[config.mk]
export PLATFORM = sky130hd
export DESIGN_NAME = ac_pipe_ctrl
export DESIGN_NICKNAME = d
export VERILOG_FILES = /design/src/rtl/ac_pkg.sv /design/src/rtl/ac_pipe_ctrl.sv
export SDC_FILE = /design/constraint.sdc
export NUM_CORES = 1
export LEC_CHECK = 0
export CAP_MARGIN = 10
export CORE_ASPECT_RATIO = 1.75
export CORE_MARGIN = 4
export CORE_UTILIZATION = 35
export CTS_CLUSTER_SIZE = 20
export DETAILED_ROUTE_END_ITERATION = 8
export PLACE_DENSITY = 0.65
export SETUP_SLACK_MARGIN = 0.3
export SKIP_LAST_GASP = 1
export SYNTH_ARGS = -nofsm -noshare
export SYNTH_HDL_FRONTEND = slang
export SYNTH_SLANG_ARGS = --single-unit
[constraint.sdc]
create_clock -name general_clk -period 3.61 [get_ports general_clk]
set_input_delay 0.722 -clock general_clk [delete_from_list [all_inputs] [get_ports general_clk]]
set_output_delay 0.722 -clock general_clk [all_outputs]
set_load 0.005 [all_outputs]
[src/rtl/ac_pkg.sv]
// Shared types and constants for the AV1 arithmetic-encoder pipeline controller
// and the stage-2 initial range/low mux.
package ac_pkg;

    typedef enum logic [2:0] {
        IDLE  = 3'd0,
        RUN   = 3'd1,
        DRAIN = 3'd2,
        FLUSH = 3'd3,
        DONE  = 3'd4
    } state_t;

    localparam logic [15:0] RANGE_INIT = 16'd32768;
    localparam logic [15:0] LOW_INIT   = 16'd0;

endpackage

[src/rtl/ac_pipe_ctrl.sv]
// Sequencing controller for the arithmetic-encoder datapath: stage enables,
// first-symbol init select, downstream back-pressure and frame-end flush.
module ac_pipe_ctrl
    import ac_pkg::*;
#(
    parameter int CNT_WIDTH = 16
) (
    input  logic                 general_clk,
    input  logic                 reset,
    input  logic                 in_valid,
    input  logic                 in_last,
    output logic                 in_ready,
    input  logic                 out_ready,
    output logic                 out_valid,
    output logic                 en_reg_1_2,
    output logic                 en_reg_2_3,
    output logic                 fb_load,
    output logic                 sel_init,
    output logic                 flush_req,
    input  logic                 flush_done,
    output logic                 frame_done,
    output logic                 busy,
    output logic [CNT_WIDTH-1:0] sym_count
);

    localparam logic [CNT_WIDTH-1:0] CNT_ONE = CNT_WIDTH'(1);
    localparam logic [CNT_WIDTH-1:0] CNT_MAX = '1;

    state_t               r_state;
    state_t               w_state_nxt;
    logic                 r_v1;
    logic                 r_v2;
    logic                 r_first;
    logic [CNT_WIDTH-1:0] r_sym_count;

    logic                 w_adv;
    logic                 w_in_open;
    logic                 w_accept;
    logic                 w_v1_nxt;
    logic                 w_v2_nxt;

    // Both stage registers move together whenever the output slot is free or being drained.
    assign w_adv     = !r_v2 || out_ready;
    assign w_in_open = (r_state == IDLE) || (r_state == RUN);
    assign w_accept  = in_valid && in_ready;
    assign w_v1_nxt  = w_adv ? w_accept : r_v1;
    assign w_v2_nxt  = w_adv ? r_v1     : r_v2;

    assign in_ready   = w_in_open && w_adv;
    assign out_valid  = r_v2;
    assign en_reg_1_2 = w_adv;
    assign en_reg_2_3 = w_adv;
    assign fb_load    = r_v1 && w_adv;
    assign sel_init   = r_v1 && r_first;
    assign flush_req  = (r_state == FLUSH);
    assign frame_done = (r_state == DONE);
    assign busy       = (r_state != IDLE);
    assign sym_count  = r_sym_count;

    // Next-state logic; DRAIN looks at the post-edge valid bits so it leaves in the emptying cycle.
    always_comb begin
        w_state_nxt = r_state;
        case (r_state)
            IDLE: begin
                if (w_accept) begin
                    w_state_nxt = in_last ? DRAIN : RUN;
                end else begin
                    w_state_nxt = IDLE;
                end
            end
            RUN: begin
                if (w_accept && in_last) begin
                    w_state_nxt = DRAIN;
                end else begin
                    w_state_nxt = RUN;
                end
            end
            DRAIN: begin
                if (!w_v1_nxt && !w_v2_nxt) begin
                    w_state_nxt = FLUSH;
                end else begin
                    w_state_nxt = DRAIN;
                end
            end
            FLUSH: begin
                if (flush_done) begin
                    w_state_nxt = DONE;
                end else begin
                    w_state_nxt = FLUSH;
                end
            end
            DONE:    w_state_nxt = IDLE;
            default: w_state_nxt = IDLE;
        endcase
    end

    // FSM state register.
    always_ff @(posedge general_clk or negedge reset) begin
        if (!reset) begin
            r_state <= IDLE;
        end else begin
            r_state <= w_state_nxt;
        end
    end

    // Valid bits for reg_1_2 and reg_2_3.
    always_ff @(posedge general_clk or negedge reset) begin
        if (!reset) begin
            r_v1 <= 1'b0;
            r_v2 <= 1'b0;
        end else begin
            r_v1 <= w_v1_nxt;
            r_v2 <= w_v2_nxt;
        end
    end

    // First-symbol marker: held while the frame's first symbol waits in reg_1_2.
    always_ff @(posedge general_clk or negedge reset) begin
        if (!reset) begin
            r_first <= 1'b0;
        end else if (w_accept && (r_state == IDLE)) begin
            r_first <= 1'b1;
        end else if (fb_load) begin
            r_first <= 1'b0;
        end else begin
            r_first <= r_first;
        end
    end

    // Accepted-symbol counter; restarts on a frame's first accept and saturates.
    always_ff @(posedge general_clk or negedge reset) begin
        if (!reset) begin
            r_sym_count <= '0;
        end else if (w_accept && (r_state == IDLE)) begin
            r_sym_count <= CNT_ONE;
        end else if (w_accept && (r_state == RUN) && (r_sym_count != CNT_MAX)) begin
            r_sym_count <= r_sym_count + CNT_ONE;
        end else begin
            r_sym_count <= r_sym_count;
        end
    end

endmodule

==> results by group, run 1 <==
Worst setup path
  – CP Capture Type: primary output
  – Crit Path Category: in2out
  – R2R Path End: sym_count[8]
  – Worst r2r src: out_valid
  – Reg2reg setup slack: about 1600 ps
  – Cell Chain, Critical Path: clkdlybuf4s50_1 > nor2b_4 > inv_1 > and2_1 > clkdlybuf4s50_1
  – CP max-delay cell: clkdlybuf4s50_1
  – Worst r2r path cells: 5
  – Most used cell, CP: clkdlybuf4s50_1
  – Worst Path Max Fanout: 9
  – Crit path launch type: primary input
  – Crit path DAT: between 2000 and 2500 ps
  – Critical Path RT: roughly 2900 ps
  – CP max stage delay: 510 ps

Worst hold path
  – Hold WC Path Type: reg2reg
  – Min-delay src: r_first
  – Min-Delay Endpoint: r_first
  – Cells on Worst Hold Path: 2

Placement
  – Buffers on Ports: 30
  – Worst Setup Slack post-DPL: 739.3 ps
  – Post-DP HPWL: 2430 um
  – RD Place Congestion: between 0.8 and 0.9

Cells and area
  – Register area: between 500 and 600 um2
  – Layout Area Growth over Synthesis: 31.91%
  – Area of the multi-input gates: between 600 and 700 um2
  – Most common cell after layout, fill and taps aside: clkdlybuf4s50_1
  – Most frequent cells in the layout: clkdlybuf4s50_1 (30), nand2_1 (24), dfrtp_1 (22)
  – Final Net Count: approximately 170
  – N_diodes: 0
  – FILL cells: between 300 and 400
  – Fin util: about half
  – Share of layout cells above drive strength 1: 6.667%

Pwr
  – Overall Power: about 0.89 mW
  – PD cells: 522.4 nW/um2
  – Peak supply drop: between 300 and 400 uV
  – Leakage: between 0.6 and 0.7 nW

Timing
  – Clk_skew: between 2 and 2.5 ps
  – Final Hold Viols: 0
  – Min Hold Slack: approximately 560 ps
  – Least-Margin Pin Slew: around 960 ps
  – Setup TNS Final: 0 ps
  – RSZ-0062 raised after global routing: no
  – Max Slew Vio Count: 0
  – Final worst setup slack: 735.3 ps
  – Final setup violation count: 0
  – Final worst path period need: about 2900 ps
  – Ratio of final minimum period to clock period: about four fifths
  – Fmax: approximately 350 MHz
  – Slew HR: roughly 36%

Status
  – Status: finished, final reports clean

Logic synthesis
  – Number of unique standard cell types used by synthesis: 36
  – Top FF cell, synth: dfrtp_1
  – Syn Std Cell Area: roughly 1300 um2
  – FF+latch count, synth: 22
  – Average cell area after synthesis: between 9 and 10 um2
  – EDFF count, synth: 0
  – Post-synth ARST share: 100.0%
  – Seq/Total Area, Yosys: ~43%
  – Syn nets: between 100 and 150
  – Synthesis warning total: 0
  – Cells after synthesis: 135

CTS
  – Clock Path Buffers: 2
  – CTS Sinks: 22
  – CTS resizes: 0
  – H-tree depth: 1
  – CTS Hold Bufs: 0
  – TritonCTS clock tree: yes
  – Clock transition at path regs: 80 ps
  – CTS root buffer: clkbuf_8
  – TritonCTS Buffers: 3
  – Setup Fix Bufs, Post-CTS: 0
  – Latest clock arrival within the worst-skew pair: around 260 ps

Detailed routing
  – DR vias/cell: roughly 5.4
  – Routed WL: roughly 3100 um
  – DR iter-0 viols: 21
  – Detailed-route via count: around 1100
  – Residual DRC: 0
  – Antenna viol nets, final: 0
  – TritonRoute pass-1 iters: 4
  – Wire per inst: approximately 15 um

Floorplan
  – Initial Utilization: between 30% and 40%
  – Core area: roughly 3500 um2
  – # IOs: 31
  – Std-Cell Rows: 28
  – DIE AREA: 4747 um2
  – Chip Height: 88.20 um
  – Die width: 53.83 um

Global route
  – Total grt overflow: 0
  – Initial antenna violation count: 0
  – First-pass GRT wire length: about 5400 um
  – Largest net degree at the start of global routing: 23
  – Tot GR Track Use: roughly 15%
  – Vias in the first global route: approximately 1200

Flow run
  – Max-cap viol count: 0
-- worst max-delay path: cells and delay by family --
| kind | cells | cell delay (ps) |
|---|---|---|
| AND/OR/NAND/NOR | 2 | 240 |
| buffers and inverters | 3 | 1200 |
-- kinds of logic (layout without fill, tap and decap cells) --
| family | Yosys count | in the layout | synth area share [%] |
|---|---|---|---|
| AND/OR/NAND/NOR | 76 | 76 | 36.19 |
| flip-flops | 22 | 22 | 42.80 |
| AO/OA/AOI/OAI | 14 | 14 | 7.296 |
| multiplexers | 12 | 12 | 9.339 |
| buffers and inverters | 10 | 40 | 3.405 |
| adder cells (fa/ha/maj) | 1 | 1 | 0.9726 |
-- cell usage after synthesis (3+ instances only) --
library cell,instances,share of area [%]
mux2i_1,12,9.3
o31ai_1,3,1.8
nand2_1,24,7.0
nor3_1,6,2.3
inv_1,5,1.5
and2_1,3,1.5
dfrtp_1,22,43
nand2b_1,5,2.4
and3_1,3,1.5
nor4_1,4,1.9
and4_1,3,2.0
nand4_1,7,3.4
or4_1,3,1.8
o21ai_0,3,1.2
nand3_1,7,2.7
-- registers in the layout, indices dropped and copies added (netlist names) --
register,count
r_first,1
sym_count,16
r_v1,1
out_valid,1
r_state,3
-- stage by stage --
| stage | cells | cell area [um2] |
|---|---|---|
| floorplan | 135 | 1286 |
| global placement | 206 | 1625 |
| detailed placement | 206 | 1625 |
| CTS | 210 | 1697 |
| global route | 210 | 1697 |
| finish | 210 | 1697 |
-- worst max path at each step --
stage                          from       endpoint  slack [ps]  depth (start not counted)
after floorplan           out_ready  sym_count[10]        1690                          6
after global placement    out_ready        fb_load         770                          5
after detailed placement  out_ready        fb_load         740                          5
after CTS                 out_ready        fb_load         730                          5
after global routing      out_ready        fb_load         630                          5
final                     out_ready        fb_load         740                          5
-- report_power, final --
part / total (mW) / internal [mW] / switching, mW
sequential: 0.350 / 0.289 / 0.0606
clock: 0.228 / 0.148 / 0.0802
combinational: 0.308 / 0.166 / 0.142
total: 0.886 / 0.603 / 0.283
-- metal layers --
metal | vias to the layer above | part of all wire [%] | track usage [%]
met5 | - | 0 | 0
met4 | 0 | 2.7 | 6.512
met3 | 9 | 4.3 | 2.726
met2 | 30 | 54 | 27.48
met1 | 543 | 39 | 16.56
li1 | 557 | - | -
-- cell type report --
type                    count  share of cell area (%)
clock inverters             1                   1.770
clock buffers               3                   2.434
flip-flops and latches     22                   32.45
inverters                   5                   1.106
multi-input cells         103                   40.78
repair buffers             31                   18.14
well taps                  45                   3.319
No activity file was read; power rests on OpenSTA's default activity.
==> run 2, diff against run 1 <==
--- a/config.mk
+++ b/config.mk
@@ -11,7 +11,7 @@
 export CORE_UTILIZATION = 35
 export CTS_CLUSTER_SIZE = 20
 export DETAILED_ROUTE_END_ITERATION = 8
-export PLACE_DENSITY = 0.65
+export PLACE_DENSITY = 0.67
 export SETUP_SLACK_MARGIN = 0.3
 export SKIP_LAST_GASP = 1
 export SYNTH_ARGS = -nofsm -noshare
==> constraint.sdc (replaced) <==
create_clock -name general_clk -period 2.4 [get_ports general_clk]
set_input_delay 0.48 -clock general_clk [delete_from_list [all_inputs] [get_ports general_clk]]
set_output_delay 0.48 -clock general_clk [all_outputs]
set_load 0.005 [all_outputs]
==> results by group, run 2 (same netlist as run 1, synthesis figures left out) <==
Worst setup path
  – Delay-heaviest family, CP: buffers and inverters (unchanged)
  – Worst path buffer plus inverter count: 2 (was 3)
  – CP max stage delay: 530 ps (was 510 ps)
  – CP Capture Type: primary output (unchanged)
  – Crit path launch type: flip-flop (was primary input)
  – Crit path DAT: 1550 ps (was 2150 ps)
  – Cell Chain, Critical Path: inv_1 > nor3b_2 > clkdlybuf4s50_1 (was clkdlybuf4s50_1 > nor2b_4 > inv_1 > and2_1 > clkdlybuf4s50_1)
  – Crit Path Category: reg2out (was in2out)
  – CP max-delay cell: clkdlybuf4s50_1 (unchanged)
  – Critical Path RT: 1920 ps (was 2890 ps)
  – Worst Path Max Fanout: 8 (was 9)

Detailed routing
  – Routed wl met2: 1952 um (was 1682 um)
  – TritonRoute pass-1 iters: 4 (unchanged)
  – Detailed-route via count: 1213 (was 1139)
  – Routed WL: 3388 um (was 3100 um)
  – Residual DRC: 0 (unchanged)
  – Routed met1 length: 1228 um (was 1198 um)
  – Wire per inst: 15.76 um (was 14.76 um)
  – Top sig layer: met4 (unchanged)
  – Wire length on met3: 145 um (was 134 um)
  – Antenna viol nets, final: 0 (unchanged)
  – DR iter-0 viols: 22 (was 21)
  – DR vias/cell: 5.642 (was 5.424)

Pwr
  – Seq pwr share: 40.7% (was 39.5%)
  – Switching fraction of total power: 34.76% (was 31.95%)
  – Sw power: 0.4520 mW (was 0.2832 mW)
  – Leakage: 0.7344 nW (was 0.6985 nW)
  – Clock power share: 20.7% (was 25.8%)
  – Int Pwr: 0.8484 mW (was 0.6031 mW)
  – Peak supply drop: 479.6 uV (was 352.3 uV)
  – Overall Power: 1.300 mW (was 0.8864 mW)
  – Combinational Power Share: 38.5% (was 34.8%)
  – PD cells: 746.1 nW/um2 (was 522.4 nW/um2)

CTS
  – Latest clock arrival within the worst-skew pair: 270 ps (was 260 ps)
  – H-tree depth: 1 (unchanged)
  – CTS root buffer: clkbuf_8 (unchanged)
  – TritonCTS Buffers: 3 (unchanged)
  – CTS Sinks: 22 (unchanged)
  – Clock transition at path regs: 80 ps (about the same)
  – TritonCTS clock tree: yes (unchanged)
  – Clock Path Buffers: 2 (unchanged)

Cells and area
  – Fin util: 50.25% (was 48.92%)
  – Final Net Count: 178 (was 173)
  – Most common cell after layout, fill and taps aside: clkdlybuf4s50_1 (unchanged)
  – Layout Area Growth over Synthesis: 35.51% (was 31.91%)
  – Final cell count without fillers: 215 (was 210)
  – Max reg flops: 16 (unchanged)
  – Most frequent cells in the layout: clkdlybuf4s50_1 (25), nand2_1 (24), dfrtp_1 (21) (was clkdlybuf4s50_1 (30), nand2_1 (24), dfrtp_1 (22))
  – Share of layout cells above drive strength 1: 12.35% (was 6.667%)
  – Design Area, Final: 1743 um2 (was 1697 um2)
  – N_diodes: 0 (unchanged)

Placement
  – Worst Setup Slack post-DPL: 67.77 ps (was 739.3 ps)
  – DP Area: 1675 um2 (was 1625 um2)
  – Post-DP HPWL: 2624 um (was 2430 um)
  – Buffers on Ports: 30 (unchanged)
  – RD Place Congestion: 0.8371 (was 0.8045)
  – Placed cells: 211 (was 206)

Timing
  – Fmax: approximately 490 MHz
  – Final setup violation count: 0 (unchanged)
  – Least-Margin Pin Slew: 498.1 ps (was 956.9 ps)
  – Ratio of final minimum period to clock period: between 80% and 90%
  – Final Hold Viols: 0 (unchanged)
  – Setup TNS Final: 0 ps (unchanged)
  – Clk_skew: 2.787 ps (was 2.476 ps)
  – Max Slew Vio Count: 0 (unchanged)
  – Final worst setup slack: 374.9 ps (was 735.3 ps)
  – Final worst path period need: 2025 ps
  – Min Hold Slack: 552.7 ps (was 556.9 ps)
  – RSZ-0062 raised after global routing: yes (was no)
  – Slew HR: 66.54% (was 36.01%)

Floorplan
  – Initial Utilization: 37.09% (unchanged)
  – Core area: 3468 um2 (unchanged)
  – Die width: 53.83 um (unchanged)
  – Chip Height: 88.20 um (unchanged)
  – DIE AREA: 4747 um2 (unchanged)
  – # IOs: 31 (unchanged)
  – Std-Cell Rows: 28 (unchanged)

Global route
  – Vias in the first global route: 1269 (was 1174)
  – First-pass GRT wire length: 5775 um (was 5402 um)
  – Initial antenna violation count: 0 (unchanged)
  – Largest net degree at the start of global routing: 23 (unchanged)
  – Total grt overflow: 0 (unchanged)
  – Tot GR Track Use: 16.55% (was 15.22%)

Worst hold path
  – Hold WC Path Type: in2async (was reg2reg)

Status
  – Status: finished, final reports clean (unchanged)

Flow run
  – Max-cap viol count: 0 (unchanged)
## run 2: power by group through the flow
stage	Sequential [mW]	Clock [mW]	Combinational [mW]
finish	0.530	0.270	0.501
global route	0.542	0.299	0.554
CTS	0.528	0.276	0.501
detailed placement	0.531	0	0.513
global placement	0.526	0	0.501
floorplan	0.498	0	0.261
## run 2: area by class of cell
class,count,area [um2]
Sequential cell,22,551.8
Timing Repair Buffer,36,355.3
Fill cell,346,1725
Tap cell,45,56.30
Multi-Input combinational cell,103,705.7
Clock buffer,4,55.05
Inverter,5,18.77
## run 2: final timing paths
check / start / cells after the start / to / slack (ps)
worst max-delay path: r_state[0] / 3 / flush_req / 370
min in group general_clk: sym_count[4] / 1 / sym_count[4] / 570
worst max register to register: sym_count[1] / 6 / sym_count[14] / 430
max in group asynchronous: reset / 2 / r_state[0] / 1610
worst min register to register: sym_count[4] / 1 / sym_count[4] / 570
worst min-delay path: reset / 2 / sym_count[5] / 550
## run 2: per-layer routing
metal | GRT usage (%) | vias to the layer above
met5 | 0 | -
met4 | 7.442 | 0
li1 | - | 564
met3 | 3.066 | 5
met1 | 16.99 | 611
met2 | 30.68 | 33
## run 2: repair_timing
item	in CTS	in global routing
gates resized for setup	6	5
setup buffers	0	0
hold buffers	0	0
setup endpoints to repair	5	5
hold endpoints to repair	0	0
==> run 3, diff against run 2 <==
==> constraint.sdc (replaced) <==
create_clock -name general_clk -period 1.8 [get_ports general_clk]
set_input_delay 0.36 -clock general_clk [delete_from_list [all_inputs] [get_ports general_clk]]
set_output_delay 0.36 -clock general_clk [all_outputs]
set_load 0.005 [all_outputs]
==> results by group, run 3 (same netlist as run 1, synthesis figures left out) <==
Global route
  – Total grt overflow: 0 (unchanged)
  – First-pass GRT wire length: 6789 um (was 5775 um)
  – Vias in the first global route: 1529 (was 1269)
  – Tot GR Track Use: 19.33% (was 16.55%)
  – Initial antenna violation count: 0 (unchanged)
  – Largest net degree at the start of global routing: 23 (unchanged)

CTS
  – CTS Sinks: 22 (unchanged)
  – TritonCTS Buffers: 3 (unchanged)
  – Latest clock arrival within the worst-skew pair: 260 ps (was 270 ps)
  – CTS root buffer: clkbuf_8 (unchanged)
  – TritonCTS clock tree: yes (unchanged)
  – H-tree depth: 1 (unchanged)
  – Clock transition at path regs: 80 ps (about the same)
  – Clock Path Buffers: 2 (unchanged)

Timing
  – Final Hold Viols: 0 (unchanged)
  – Setup TNS Final: 0 ps (unchanged)
  – Final worst path period need: between 1500 and 2000 ps
  – Max Slew Vio Count: 0 (unchanged)
  – Slew HR: 72.85% (was 66.54%)
  – Clk_skew: 6.920 ps (was 2.787 ps)
  – RSZ-0062 raised after global routing: yes (unchanged)
  – Least-Margin Pin Slew: 406.0 ps (was 498.1 ps)
  – Final setup violation count: 0 (unchanged)
  – Fmax: between 500 and 600 MHz
  – Ratio of final minimum period to clock period: 94.24%

Worst setup path
  – Cell Chain, Critical Path: ha_2 > buf_6 > and4_4 > nand2_1 > or4_4 > mux2i_1 (was inv_1 > nor3b_2 > clkdlybuf4s50_1)
  – CP Capture Type: flip-flop (was primary output)
  – CP max-delay cell: or4_4 (was clkdlybuf4s50_1)
  – Critical Path RT: 1950 ps (was 1920 ps)
  – Crit Path Category: reg2reg (was reg2out)
  – Crit path launch type: flip-flop (unchanged)
  – Worst path buffer plus inverter count: 1 (was 2)
  – Crit path DAT: 1850 ps (was 1550 ps)
  – Worst Path Max Fanout: 5 (was 8)
  – Delay-heaviest family, CP: simple AND/OR/NAND/NOR gates (was buffers and inverters)
  – CP max stage delay: 480 ps (was 530 ps)

Flow run
  – Max-cap viol count: 0 (unchanged)

Floorplan
  – DIE AREA: 4747 um2 (unchanged)
  – Die width: 53.83 um (unchanged)
  – # IOs: 31 (unchanged)
  – Std-Cell Rows: 28 (unchanged)
  – Initial Utilization: 37.09% (unchanged)
  – Core area: 3468 um2 (unchanged)
  – Chip Height: 88.20 um (unchanged)

Detailed routing
  – Residual DRC: 0 (unchanged)
  – Routed WL: 4498 um (was 3388 um)
  – DR iter-0 viols: 23 (was 22)
  – Wire per inst: 16.97 um (was 15.76 um)
  – TritonRoute pass-1 iters: 4 (unchanged)
  – Antenna viol nets, final: 0 (unchanged)
  – DR vias/cell: 5.453 (was 5.642)
  – Detailed-route via count: 1445 (was 1213)

Cells and area
  – Final cell count without fillers: 265 (was 215)
  – Most common cell after layout, fill and taps aside: buf_4 (was clkdlybuf4s50_1)
  – Final Net Count: 228 (was 178)
  – Max reg flops: 16 (unchanged)
  – Share of layout cells above drive strength 1: 48.18% (was 12.35%)
  – Layout Area Growth over Synthesis: 79.67% (was 35.51%)
  – Design Area, Final: 2311 um2 (was 1743 um2)
  – N_diodes: 0 (unchanged)
  – Most frequent cells in the layout: buf_4 (37), buf_6 (19), dlygate4sd2_1 (19) (was clkdlybuf4s50_1 (25), nand2_1 (24), dfrtp_1 (21))

Placement
  – Placed cells: 224 (was 211)
  – Buffers on Ports: 30 (unchanged)
  – RD Place Congestion: 0.8157 (was 0.8371)
  – Post-DP HPWL: 2681 um (was 2624 um)
  – DP Area: 1785 um2 (was 1675 um2)

Pwr
  – PD cells: 983.3 nW/um2 (was 746.1 nW/um2)
  – Overall Power: 2.272 mW (was 1.300 mW)
  – Peak supply drop: 872.7 uV (was 479.6 uV)
  – Leakage: 1.104 nW (was 0.7344 nW)

Status
  – Status: finished, final reports clean (unchanged)

Worst hold path
  – Hold WC Path Type: in2async (unchanged)
run 3: area by class of cell:
cell class / instances / area [um2]
inverter: 5 / 18.77
clock buffer: 4 / 45.04
multi-input combinational: 103 / 887.1
tap: 45 / 56.30
fill: 276 / 1157
timing repair buffer: 86 / 745.7
sequential: 22 / 558.0
run 3: per-stage QoR:
step | util, % | hold slack, ps | setup WS, ps
after floorplan | - | 64.41 | 216.3
after global placement | 51.48 | 527.5 | -239.3
after detailed placement | 51.48 | 548.4 | -285.0
after CTS | 62.12 | 460.8 | 120.6
after global routing | 66.63 | 472.7 | -32.80
final | 66.63 | 453.1 | 103.7
run 3: report_power, final:
group          internal [mW]  switching, mW
Clock                  0.158          0.161
Sequential             0.583         0.0604
Combinational          0.721          0.590
Total                   1.46          0.811
run 3: per-layer routing:
metal	GRT usage, %	share of wire (%)
met5	0	0
met4	10.00	3.5
met3	2.555	3.6
met2	36.53	58
met1	19.21	35
run 3: repair_timing:
| action | 4_1_cts | 5_1_grt |
|---|---|---|
| setup endpoints to repair | 40 | 24 |
| pin swaps | 9 | 11 |
| cloned | 0 | 1 |
| hold buffers | 0 | 0 |
| buffers inserted | 32 | 4 |
| gates resized for setup | 76 | 31 |
| hold endpoints to repair | 0 | 0 |
run 3: final timing paths:
check                               from             to  slack [ps]  cells past startpoint
hold reg to reg            sym_count[14]  sym_count[14]         580                      2
min in group general_clk   sym_count[14]  sym_count[14]         580                      2
max in group asynchronous          reset     r_state[2]        1100                      2
hold / removal                     reset  sym_count[11]         450                      2
setup / recovery            sym_count[1]   sym_count[8]         100                      6
setup reg to reg            sym_count[1]   sym_count[8]         100                      6
